**src/rtl/mode_ramp_if.sv**
```systemverilog
// mode_ramp_if: pilot command inputs and mode/setpoint outputs of the flight-mode ramp FSM.
interface mode_ramp_if #(parameter int RPM_W = 14);
  logic ARM;
  logic LEVER;
  logic [2:0] DIRECTION;
  logic [4*RPM_W-1:0] SETPOINT;
  logic [4*RPM_W-1:0] PRV_SETPOINT;
  logic [3:0] MODE;
  logic [3:0] PRV_MODE;
  logic RAMP_BUSY;
  logic MODE_CHG;
  modport master (
    output ARM, LEVER, DIRECTION,
    input  SETPOINT, PRV_SETPOINT, MODE, PRV_MODE, RAMP_BUSY, MODE_CHG
  );
  modport slave (
    input  ARM, LEVER, DIRECTION,
    output SETPOINT, PRV_SETPOINT, MODE, PRV_MODE, RAMP_BUSY, MODE_CHG
  );
endinterface

```
**src/rtl/mode_ramp_fsm.sv**
```systemverilog
// mode_ramp_fsm: debounced flight-mode FSM driving slew-limited per-fan RPM setpoints.
module mode_ramp_fsm #(
  parameter int RPM_W      = 14,
  parameter int HOVER_RPM  = 8000,
  parameter int DELTA_RPM  = 2000,
  parameter int STEP_RPM   = 250,
  parameter int TICK_DIV   = 1000,
  parameter int DEB_CYCLES = 4
) (
  input logic CLK,
  input logic nRST,
  mode_ramp_if.slave bus
);
  typedef enum logic [3:0] {
    HOVER, FORWARD, BACKWARD, RIGHT, LEFT, CW, CCW, UP, DOWN, DISARM
  } mode_t;
  localparam int TW = $clog2(TICK_DIV + 1);
  localparam int DW = $clog2(DEB_CYCLES + 1);
  localparam logic [RPM_W-1:0] RPM_M = RPM_W'(HOVER_RPM);
  localparam logic [RPM_W-1:0] RPM_H = RPM_W'(HOVER_RPM + DELTA_RPM);
  localparam logic [RPM_W-1:0] RPM_L = RPM_W'(HOVER_RPM - DELTA_RPM);
  localparam logic [RPM_W-1:0] STEP  = RPM_W'(STEP_RPM);
  localparam logic [TW-1:0] TICK_LAST = TW'(TICK_DIV - 1);
  localparam logic [DW-1:0] DEB_MAX = DW'(DEB_CYCLES);
  mode_t mode, mode_nxt, prv_mode;
  logic [3:0] cmd, cmd_q;
  logic [DW-1:0] deb_cnt;
  logic [TW-1:0] tick_cnt;
  logic [4*RPM_W-1:0] tgt;
  logic cmd_ok, tick, busy, mode_chg;
  // bit k of hi/lo selects the high/low target for fan k+1
  function automatic logic [4*RPM_W-1:0] targets(mode_t m);
    logic [3:0] hi, lo;
    logic [4*RPM_W-1:0] r;
    {hi, lo} = 8'b0000_0000;
    case (m)
      FORWARD:  {hi, lo} = 8'b0110_1001;
      BACKWARD: {hi, lo} = 8'b1001_0110;
      RIGHT:    {hi, lo} = 8'b1100_0011;
      LEFT:     {hi, lo} = 8'b0011_1100;
      CW:       {hi, lo} = 8'b0101_1010;
      CCW:      {hi, lo} = 8'b1010_0101;
      UP:       {hi, lo} = 8'b1111_0000;
      DOWN:     {hi, lo} = 8'b0000_1111;
      default:  {hi, lo} = 8'b0000_0000;
    endcase
    for (int k = 0; k < 4; k++)
      r[k*RPM_W +: RPM_W] = m == DISARM ? '0 : hi[k] ? RPM_H : lo[k] ? RPM_L : RPM_M;
    return r;
  endfunction
  function automatic mode_t decode(logic [3:0] c);
    case (c)
      4'b1001: return FORWARD;
      4'b1010: return BACKWARD;
      4'b1011: return RIGHT;
      4'b1100: return LEFT;
      4'b0001: return UP;
      4'b0010: return DOWN;
      4'b0011: return CCW;
      4'b0100: return CW;
      default: return HOVER;
    endcase
  endfunction
  assign cmd    = {bus.LEVER, bus.DIRECTION};
  assign cmd_ok = deb_cnt == DEB_MAX;
  assign tick   = tick_cnt == TICK_LAST;
  assign tgt    = targets(mode);
  assign busy   = bus.SETPOINT != tgt;
  always_ff @(posedge CLK or negedge nRST)
    if (!nRST) begin
      cmd_q    <= '0;
      deb_cnt  <= '0;
      tick_cnt <= '0;
    end else begin
      cmd_q    <= cmd;
      deb_cnt  <= cmd != cmd_q ? '0 : cmd_ok ? deb_cnt : deb_cnt + 1'b1;
      tick_cnt <= tick ? '0 : tick_cnt + 1'b1;
    end
  // disarm wins outright; every other move waits for a settled command and an idle ramp
  always_comb begin
    mode_nxt = mode;
    if (!bus.ARM)
      mode_nxt = DISARM;
    else if (cmd_ok && !busy)
      mode_nxt = mode == HOVER ? decode(cmd_q) : cmd_q[2:0] == 3'd0 ? HOVER : mode;
  end
  always_ff @(posedge CLK or negedge nRST)
    if (!nRST) begin
      mode     <= HOVER;
      prv_mode <= HOVER;
      mode_chg <= 1'b0;
    end else begin
      mode     <= mode_nxt;
      mode_chg <= mode_nxt != mode;
      if (mode_nxt != mode) prv_mode <= mode;
    end
  for (genvar g = 0; g < 4; g++) begin : g_lane
    logic [RPM_W-1:0] sp, t, diff, step;
    assign t    = tgt[g*RPM_W +: RPM_W];
    assign diff = t > sp ? t - sp : sp - t;
    assign step = diff < STEP ? diff : STEP;
    always_ff @(posedge CLK or negedge nRST)
      if (!nRST) sp <= RPM_M;
      else if (tick) sp <= t > sp ? sp + step : sp - step;
    assign bus.SETPOINT[g*RPM_W +: RPM_W] = sp;
  end
  assign bus.PRV_SETPOINT = targets(prv_mode);
  assign bus.MODE         = mode;
  assign bus.PRV_MODE     = prv_mode;
  assign bus.RAMP_BUSY    = busy;
  assign bus.MODE_CHG     = mode_chg;
  a_mode_legal: assert property (@(posedge CLK) disable iff (!nRST) mode <= DISARM);
endmodule

```
**src/flat_wrapper.sv**
```systemverilog
// flat-port wrapper written by rule: the top's interface ports become plain ports
module mode_ramp_fsm_flat 
#(
  parameter int RPM_W      = 14,
  parameter int HOVER_RPM  = 8000,
  parameter int DELTA_RPM  = 2000,
  parameter int STEP_RPM   = 250,
  parameter int TICK_DIV   = 1000,
  parameter int DEB_CYCLES = 4
)
  (CLK, nRST, bus_ARM, bus_LEVER, bus_DIRECTION, bus_SETPOINT, bus_PRV_SETPOINT, bus_MODE, bus_PRV_MODE, bus_RAMP_BUSY, bus_MODE_CHG);
  mode_ramp_if #(.RPM_W(RPM_W)) bus_i ();
  input logic CLK;
  input logic nRST;
  input wire logic [$bits(bus_i.ARM)-1:0] bus_ARM;
  input wire logic [$bits(bus_i.LEVER)-1:0] bus_LEVER;
  input wire logic [$bits(bus_i.DIRECTION)-1:0] bus_DIRECTION;
  output wire logic [$bits(bus_i.SETPOINT)-1:0] bus_SETPOINT;
  output wire logic [$bits(bus_i.PRV_SETPOINT)-1:0] bus_PRV_SETPOINT;
  output wire logic [$bits(bus_i.MODE)-1:0] bus_MODE;
  output wire logic [$bits(bus_i.PRV_MODE)-1:0] bus_PRV_MODE;
  output wire logic [$bits(bus_i.RAMP_BUSY)-1:0] bus_RAMP_BUSY;
  output wire logic [$bits(bus_i.MODE_CHG)-1:0] bus_MODE_CHG;
  assign bus_i.ARM = bus_ARM;
  assign bus_i.LEVER = bus_LEVER;
  assign bus_i.DIRECTION = bus_DIRECTION;
  assign bus_SETPOINT = bus_i.SETPOINT;
  assign bus_PRV_SETPOINT = bus_i.PRV_SETPOINT;
  assign bus_MODE = bus_i.MODE;
  assign bus_PRV_MODE = bus_i.PRV_MODE;
  assign bus_RAMP_BUSY = bus_i.RAMP_BUSY;
  assign bus_MODE_CHG = bus_i.MODE_CHG;
  mode_ramp_fsm #(.RPM_W(RPM_W), .HOVER_RPM(HOVER_RPM), .DELTA_RPM(DELTA_RPM), .STEP_RPM(STEP_RPM), .TICK_DIV(TICK_DIV), .DEB_CYCLES(DEB_CYCLES)) u_core (.CLK(CLK), .nRST(nRST), .bus(bus_i));
endmodule
```
**config.mk**
```make
export PLATFORM = sky130hd
export DESIGN_NAME = mode_ramp_fsm_flat
export DESIGN_NICKNAME = d
export VERILOG_FILES = /design/src/rtl/mode_ramp_if.sv /design/src/rtl/mode_ramp_fsm.sv /design/src/flat_wrapper.sv
export SDC_FILE = /design/constraint.sdc
export NUM_CORES = 1
export LEC_CHECK = 0
export CAP_MARGIN = 20
export CELL_PAD_IN_SITES_DETAIL_PLACEMENT = 0
export CELL_PAD_IN_SITES_GLOBAL_PLACEMENT = 1
export CORE_UTILIZATION = 44
export CTS_CLUSTER_DIAMETER = 200
export DETAILED_ROUTE_END_ITERATION = 10
export PLACE_DENSITY = 0.94
export RECOVER_POWER = 100
export SLEW_MARGIN = 30
export SYNTH_ARGS = -nofsm -noshare
export SYNTH_HDL_FRONTEND = slang
export SYNTH_SLANG_ARGS = --single-unit
```
**constraint.sdc**
```tcl
create_clock -name CLK -period 12.8 [get_ports CLK]
set_input_delay 3.2 -clock CLK [delete_from_list [all_inputs] [get_ports CLK]]
set_output_delay 3.2 -clock CLK [all_outputs]
set_load 0.02 [all_outputs]
```
== After elaboration in Yosys (flattened, before gate mapping) ==
Memory sizes are Yosys's and may differ from the RTL's.
Cells that the tools add are included.

* Mux-type cells: 43
* Reductions and logical operators: 4
* Eq/ne operators: 8
* $lt $le $gt $ge: 8
* Add/sub/neg operators: 18

{| class="wikitable"
|+ Operator list
! cell !! number
|-
| two-way mux 14 bit || 28
|-
| subtractor 14 bit || 12
|-
| two-way mux 12 bit || 8
|-
| adder 14 bit || 4
|-
| > comparator 14 bit || 4
|-
| < comparator 14 x 8 -> 1 bit, second input constant || 4
|-
| inequality test 56 bit || 1
|-
| two-way mux 4 bit || 4
|-
| adder 10 x 1 -> 10 bit, second input constant || 1
|-
| == test 10 bit, second input constant || 1
|-
| two-way mux 10 bit || 1
|-
| == test 4 bit, second input constant || 2
|-
| inequality test 4 bit || 2
|-
| two-way mux 3 bit || 2
|-
| logical NOT 4 bit || 1
|-
| adder 3 x 1 -> 3 bit, second input constant || 1
|-
| == test 3 bit, second input constant || 1
|-
| logical NOT 3 bit || 1
|-
| inequality test 2 bit, second input constant || 1
|-
| logical AND 1 bit || 1
|-
| logical NOT 1 bit || 1
|}

* Flip-flop bits (word level): 82
* Bits in read-only memories: 320
* Logic and storage cells: 94
* Output and inout port bits: 122
* Memories: 3

{| class="wikitable"
|+ Memory list
! memory !! words !! bits a word !! read ports !! clocked after Yosys merged registers in !! wr ports !! RTL line !! RTL
|-
| (name not given) || 16 || 8 || 1 || 0 || 0 || mode_ramp_fsm.sv:36 || <nowiki>case (m)</nowiki>
|-
| (name not given) || 16 || 8 || 1 || 0 || 0 || mode_ramp_fsm.sv:36 ||
|-
| (name not given) || 16 || 4 || 1 || 0 || 0 || mode_ramp_fsm.sv:52 || <nowiki>case (c)</nowiki>
|}

== Longest topological paths before layout ==
An unclocked memory read counts as a cell.

* Depth after elaboration: 10
* Gate-level depth with buffers: 38
* Gate-level depth less buffers: 35

== Worst setup path after synthesis ==
OpenSTA, ideal clock, no wires.

* Path kind: register -> register
* Start: register u_core.mode[0], in the netlist u_core.bus.MODE[0]
* End: register u_core.g_lane[1].sp[13]
* Cell stages (with the launch flop): 37
* Period minus slack after synthesis: 9.156 ns
* Path buffers: 3
* Slack: 3.644 ns
* Data required time: 12.661 ns
* Arrival time: 9.017 ns
* Cell sequence: dfrtp_1 -> clkbuf_1 -> nor2b_1 -> nor3b_1 -> inv_1 -> o21ai_0 -> inv_1 -> nand2_1 -> ha_1 -> clkbuf_1 -> a21o_1 -> a21o_1 -> a21oi_1 -> a21oi_2 -> mux2i_1 -> a2111oi_1 -> o2111ai_2 -> nor3_2 -> buf_2 -> nand2_1 -> ha_1 -> nand2_1 -> nand2_1 -> a31oi_1 -> o311a_1 -> ha_1 -> o21ai_0 -> a21boi_0 -> o21ai_0 -> a21oi_1 -> o21a_1 -> o41ai_1 -> o21ai_0 -> a31oi_1 -> nor3_1 -> a311o_1 -> or4_1

* Word-level cells in the longest chain between the ends: 10
* Elaborated cells on any way between the ends: 14
* Classes of those cells: add/sub (4); order compare (2); eq/ne (1); mux (6); memory (1)

{| class="wikitable"
|+ RTL lines
! item !! RTL line !! RTL
|-
| start, declared || mode_ramp_fsm.sv:25 || <nowiki>mode_t mode, mode_nxt, prv_mode;</nowiki>
|-
| start signal, assigned || mode_ramp_fsm.sv:93 || <nowiki>mode <= mode_nxt;</nowiki>
|-
| memory read (16 x 8 bit) || - ||
|-
| two-way mux 12 bit || mode_ramp_fsm.sv:48 || <nowiki>r[k*RPM_W +: RPM_W] = m == DISARM ? '0 : hi[k] ? RPM_H : lo[k] ? RPM_L : RPM_M;</nowiki>
|-
| two-way mux 14 bit || mode_ramp_fsm.sv:48 ||
|-
| two-way mux 14 bit * || mode_ramp_fsm.sv:48 ||
|-
| subtractor 14 bit or > comparator 14 bit (tied branches) || mode_ramp_fsm.sv:100, mode_ramp_fsm.sv:104 ||
|-
| two-way mux 14 bit || mode_ramp_fsm.sv:100 || <nowiki>assign diff = t > sp ? t - sp : sp - t;</nowiki>
|-
| < comparator 14 x 8 -> 1 bit || mode_ramp_fsm.sv:101 || <nowiki>assign step = diff < STEP ? diff : STEP;</nowiki>
|-
| two-way mux 14 bit || mode_ramp_fsm.sv:101 ||
|-
| subtractor 14 bit or adder 14 bit (tied branches) || mode_ramp_fsm.sv:104 || <nowiki>else if (tick) sp <= t > sp ? sp + step : sp - step;</nowiki>
|-
| two-way mux 14 bit * || mode_ramp_fsm.sv:104 ||
|-
| end signal, assigned || mode_ramp_fsm.sv:104 ||
|-
| end, declared || mode_ramp_fsm.sv:98 || <nowiki>logic [RPM_W-1:0] sp, t, diff, step;</nowiki>
|}

Mark *: on every way between the ends. The rest lies on a longest branch, timed or not.
A chain may end at the register's enable or synchronous reset.

== Worst setup path in the final report ==
* Start: register u_core.mode[3], in the netlist u_core.bus.MODE[3]
* End: register u_core.g_lane[1].sp[13]

Same word-level chain as after synthesis.

==> results.json <==
{
  "max_freq_mhz": 91.6,
  "r2r_setup_slack_ns": 1.89,
  "fp.dieH_um": 169,
  "finalCritPeriodShare": 0.852,
  "synth_edf_count": 0,
  "cts_max_path_buffers": 2,
  "cp.arrival_ns": 11.14,
  "diodes": 0,
  "grt_max_degree": 70,
  "drt_iter0_markers": 918,
  "grt_usage": 0.248,
  "final.setup.tns_ns": 0,
  "tightestPinTransition_ns": 2.91,
  "place_inst": 2037,
  "failed_checks": "max-capacitance violations, max-slew violations",
  "finClkSkew_ns": 0.0137,
  "hp-class": "flip-flop to flip-flop",
  "row_count": 60,
  "postSynthCellCount": 1640,
  "report.final.slew_viol_count": 181,
  "grt_pass1_wl_mm": 57.8,
  "vias": 12200,
  "syn2layout_area_growth_pct": 10.9,
  "vdd_drop_max_uv": 41.7,
  "synth_area_um2": 12300,
  "drc_errors": 0,
  "hpwl_mm": 26.7,
  "critPathKind": "flip-flop to flip-flop",
  "yosysWarnings": 0,
  "r2r-start": "u_core.bus.MODE[3]$_DFF_PN0_",
  "min_period_ns": 10.91,
  "start_kind": "flip-flop",
  "htree_levels": 3,
  "p_per_area_nw_per_um2": 40.0,
  "cts_tree": "built",
  "ff2ff_path_depth": 35,
  "crit_path_end": "u_core.g_lane[1].sp[13]$_DFFE_PN0N_",
  "synth.distinct_cells": 102,
  "place_congestion": 0.994,
  "floorplan.initialDensity": 0.451,
  "async_flop_share": 1.00,
  "cts-root-buf": "clkbuf_16",
  "final_net_count": 1827,
  "postCtsSetupBuffers": 0,
  "syn_area_per_cell_um2": 7.48,
  "post-place-ws_ns": 3.02,
  "hold_violations": 0,
  "portBuffers": 108,
  "cts.clk_slew.worst_paths_ns": 0.07,
  "slowest_stage": "nor3_1",
  "ctsResizeCount": 0,
  "required_ns": 13.03,
  "critical-path-top-delay-family": "compound AO/OA/AOI/OAI gates",
  "critPathBufInv": 5,
  "io_pins": 129,
  "worst_slack_ns": 1.89,
  "first_pass_iters": 5,
  "ys_seq_area_frac": 0.170,
  "core-area_um2": 27200,
  "path_depth": 35,
  "max_slew_margin": -0.941,
  "ys_ff_latch": 82,
  "instances_no_fill": 2053,
  "setup_viol": 0,
  "drive_gt1_frac": 0.0488,
  "crit_path_max_fanout": 28,
  "antenna_found_initial": 0,
  "drt_wl_total_mm": 35.6,
  "utilization": 0.501,
  "wl_per_cell_um": 17.3,
  "holdBufCountCts": 0,
  "cpMostUsedCell": "o21ai_0",
  "via_per_inst": 5.97,
  "hold_start": "u_core.tick_cnt[8]$_DFF_PN0_",
  "grt_pass1_vias": 11100,
  "r2r-end": "u_core.g_lane[1].sp[13]$_DFFE_PN0N_",
  "drtAntennaViolNets": 0,
  "die_w_um": 169,
  "synth_flop_cell": "dfrtp_1",
  "cts_buffers": 9,
  "p_leak_nw": 6.06,
  "clkLatencyLatePin_ns": 0.37,
  "worstSetupEndpointType": "flip-flop",
  "cts_sinks": 82,
  "maxCapViolCount": 4,
  "status": "finished with violations",
  "dieArea_um2": 28600,
  "rsz0062_at_grt": "false",
  "gr-total-overflow": 0,
  "crit_start": "u_core.bus.MODE[3]$_DFF_PN0_",
  "max_stage_delay_ns": 1.00
}
-- layer usage --
layer	global-route usage	vias to the layer above	wire, um
met1	0.350	5824	16900
met2	0.400	430	16000
met5	0	-	0
li1	-	5951	-
met3	0.0318	43	2050
met4	0.0615	0	632
-- Yosys cell counts (28+ instances only) --
| master | count | area (um2) |
|---|---|---|
| ha_1 | 136 | 1700 |
| xor2_1 | 33 | 289 |
| nand3_1 | 43 | 215 |
| xnor2_1 | 60 | 526 |
| a21oi_1 | 105 | 526 |
| dfrtp_1 | 58 | 1450 |
| and3_1 | 28 | 175 |
| nand2_1 | 160 | 601 |
| nor2_1 | 124 | 465 |
| buf_4 | 36 | 270 |
| clkbuf_1 | 63 | 236 |
| nor3_1 | 43 | 215 |
| o21ai_0 | 135 | 676 |
| inv_1 | 123 | 462 |
| a21o_1 | 35 | 263 |
| o31ai_1 | 33 | 248 |
-- final cells by class --
| type | count | area (um2) |
|---|---|---|
| fillers | 2693 | 13600 |
| clock buffers | 13 | 250 |
| multi-input cells | 1341 | 9190 |
| inverters | 123 | 462 |
| flip-flops and latches | 82 | 2080 |
| well taps | 372 | 465 |
| clock inverters | 3 | 17.5 |
| repair buffers | 119 | 1140 |
-- power breakdown --
part / internal, W / switching (W)
Clock: 0.000137 / 0.000126
Combinational: 0.00000464 / 0.0000153
Sequential: 0.000260 / 0.00000125
-- how the worst min path moves through the flow --
| stage | to | slack, ns | cells past startpoint |
|---|---|---|---|
| after global routing | u_core.tick_cnt[4]$_DFF_PN0_ | 0.52 | 1 |
| after floorplan | u_core.tick_cnt[9]$_DFF_PN0_ | 0.44 | 1 |
| after CTS | u_core.tick_cnt[4]$_DFF_PN0_ | 0.50 | 1 |
| final | u_core.tick_cnt[8]$_DFF_PN0_ | 0.50 | 1 |
| after global placement | u_core.tick_cnt[8]$_DFF_PN0_ | 0.48 | 1 |
| after detailed placement | u_core.tick_cnt[4]$_DFF_PN0_ | 0.48 | 1 |
-- cells by family after synthesis --
family,Yosys count,synth area share
compound gates,500,0.273
xor+xnor,97,0.0737
fa+ha+maj,145,0.153
buf+inv,240,0.0863
flops,82,0.170
mux,17,0.0146
other cells,1,0.000306
simple gates,558,0.230
-- state kept, by name (all words and copies together) (netlist names) --
name / count
u_core.g_lane.sp: 56
u_core.tick_cnt: 10
u_core.bus.MODE: 4
u_core.bus.PRV_MODE: 4
u_core.cmd_q: 4
u_core.deb_cnt: 3
u_core.bus.MODE_CHG: 1
-- cells in the final DEF (no fill, tap or decap), types with 35 or more instances in the layout --
master and n:
nor2_1 124, dfrtp_1 58, inv_1 123, a21o_1 35, nand3_1 43, dlygate4sd3_1 106
xnor2_1 60, nor3_1 44, o21ai_0 135, nand2_1 160, a21oi_1 105, ha_1 136
-- metrics by stage --
stage          total power, W  cell area (um2)  hold slack [ns]
2_1_floorplan        0.000282            12400            0.444
6_report             0.000545            13600            0.497
3_5_place_dp         0.000287            13400            0.483
4_1_cts              0.000551            13700            0.495
3_3_place_gp         0.000287            13400            0.477
5_1_grt              0.000561            13600            0.521
Note: power is estimated with default switching activity, not from simulation.
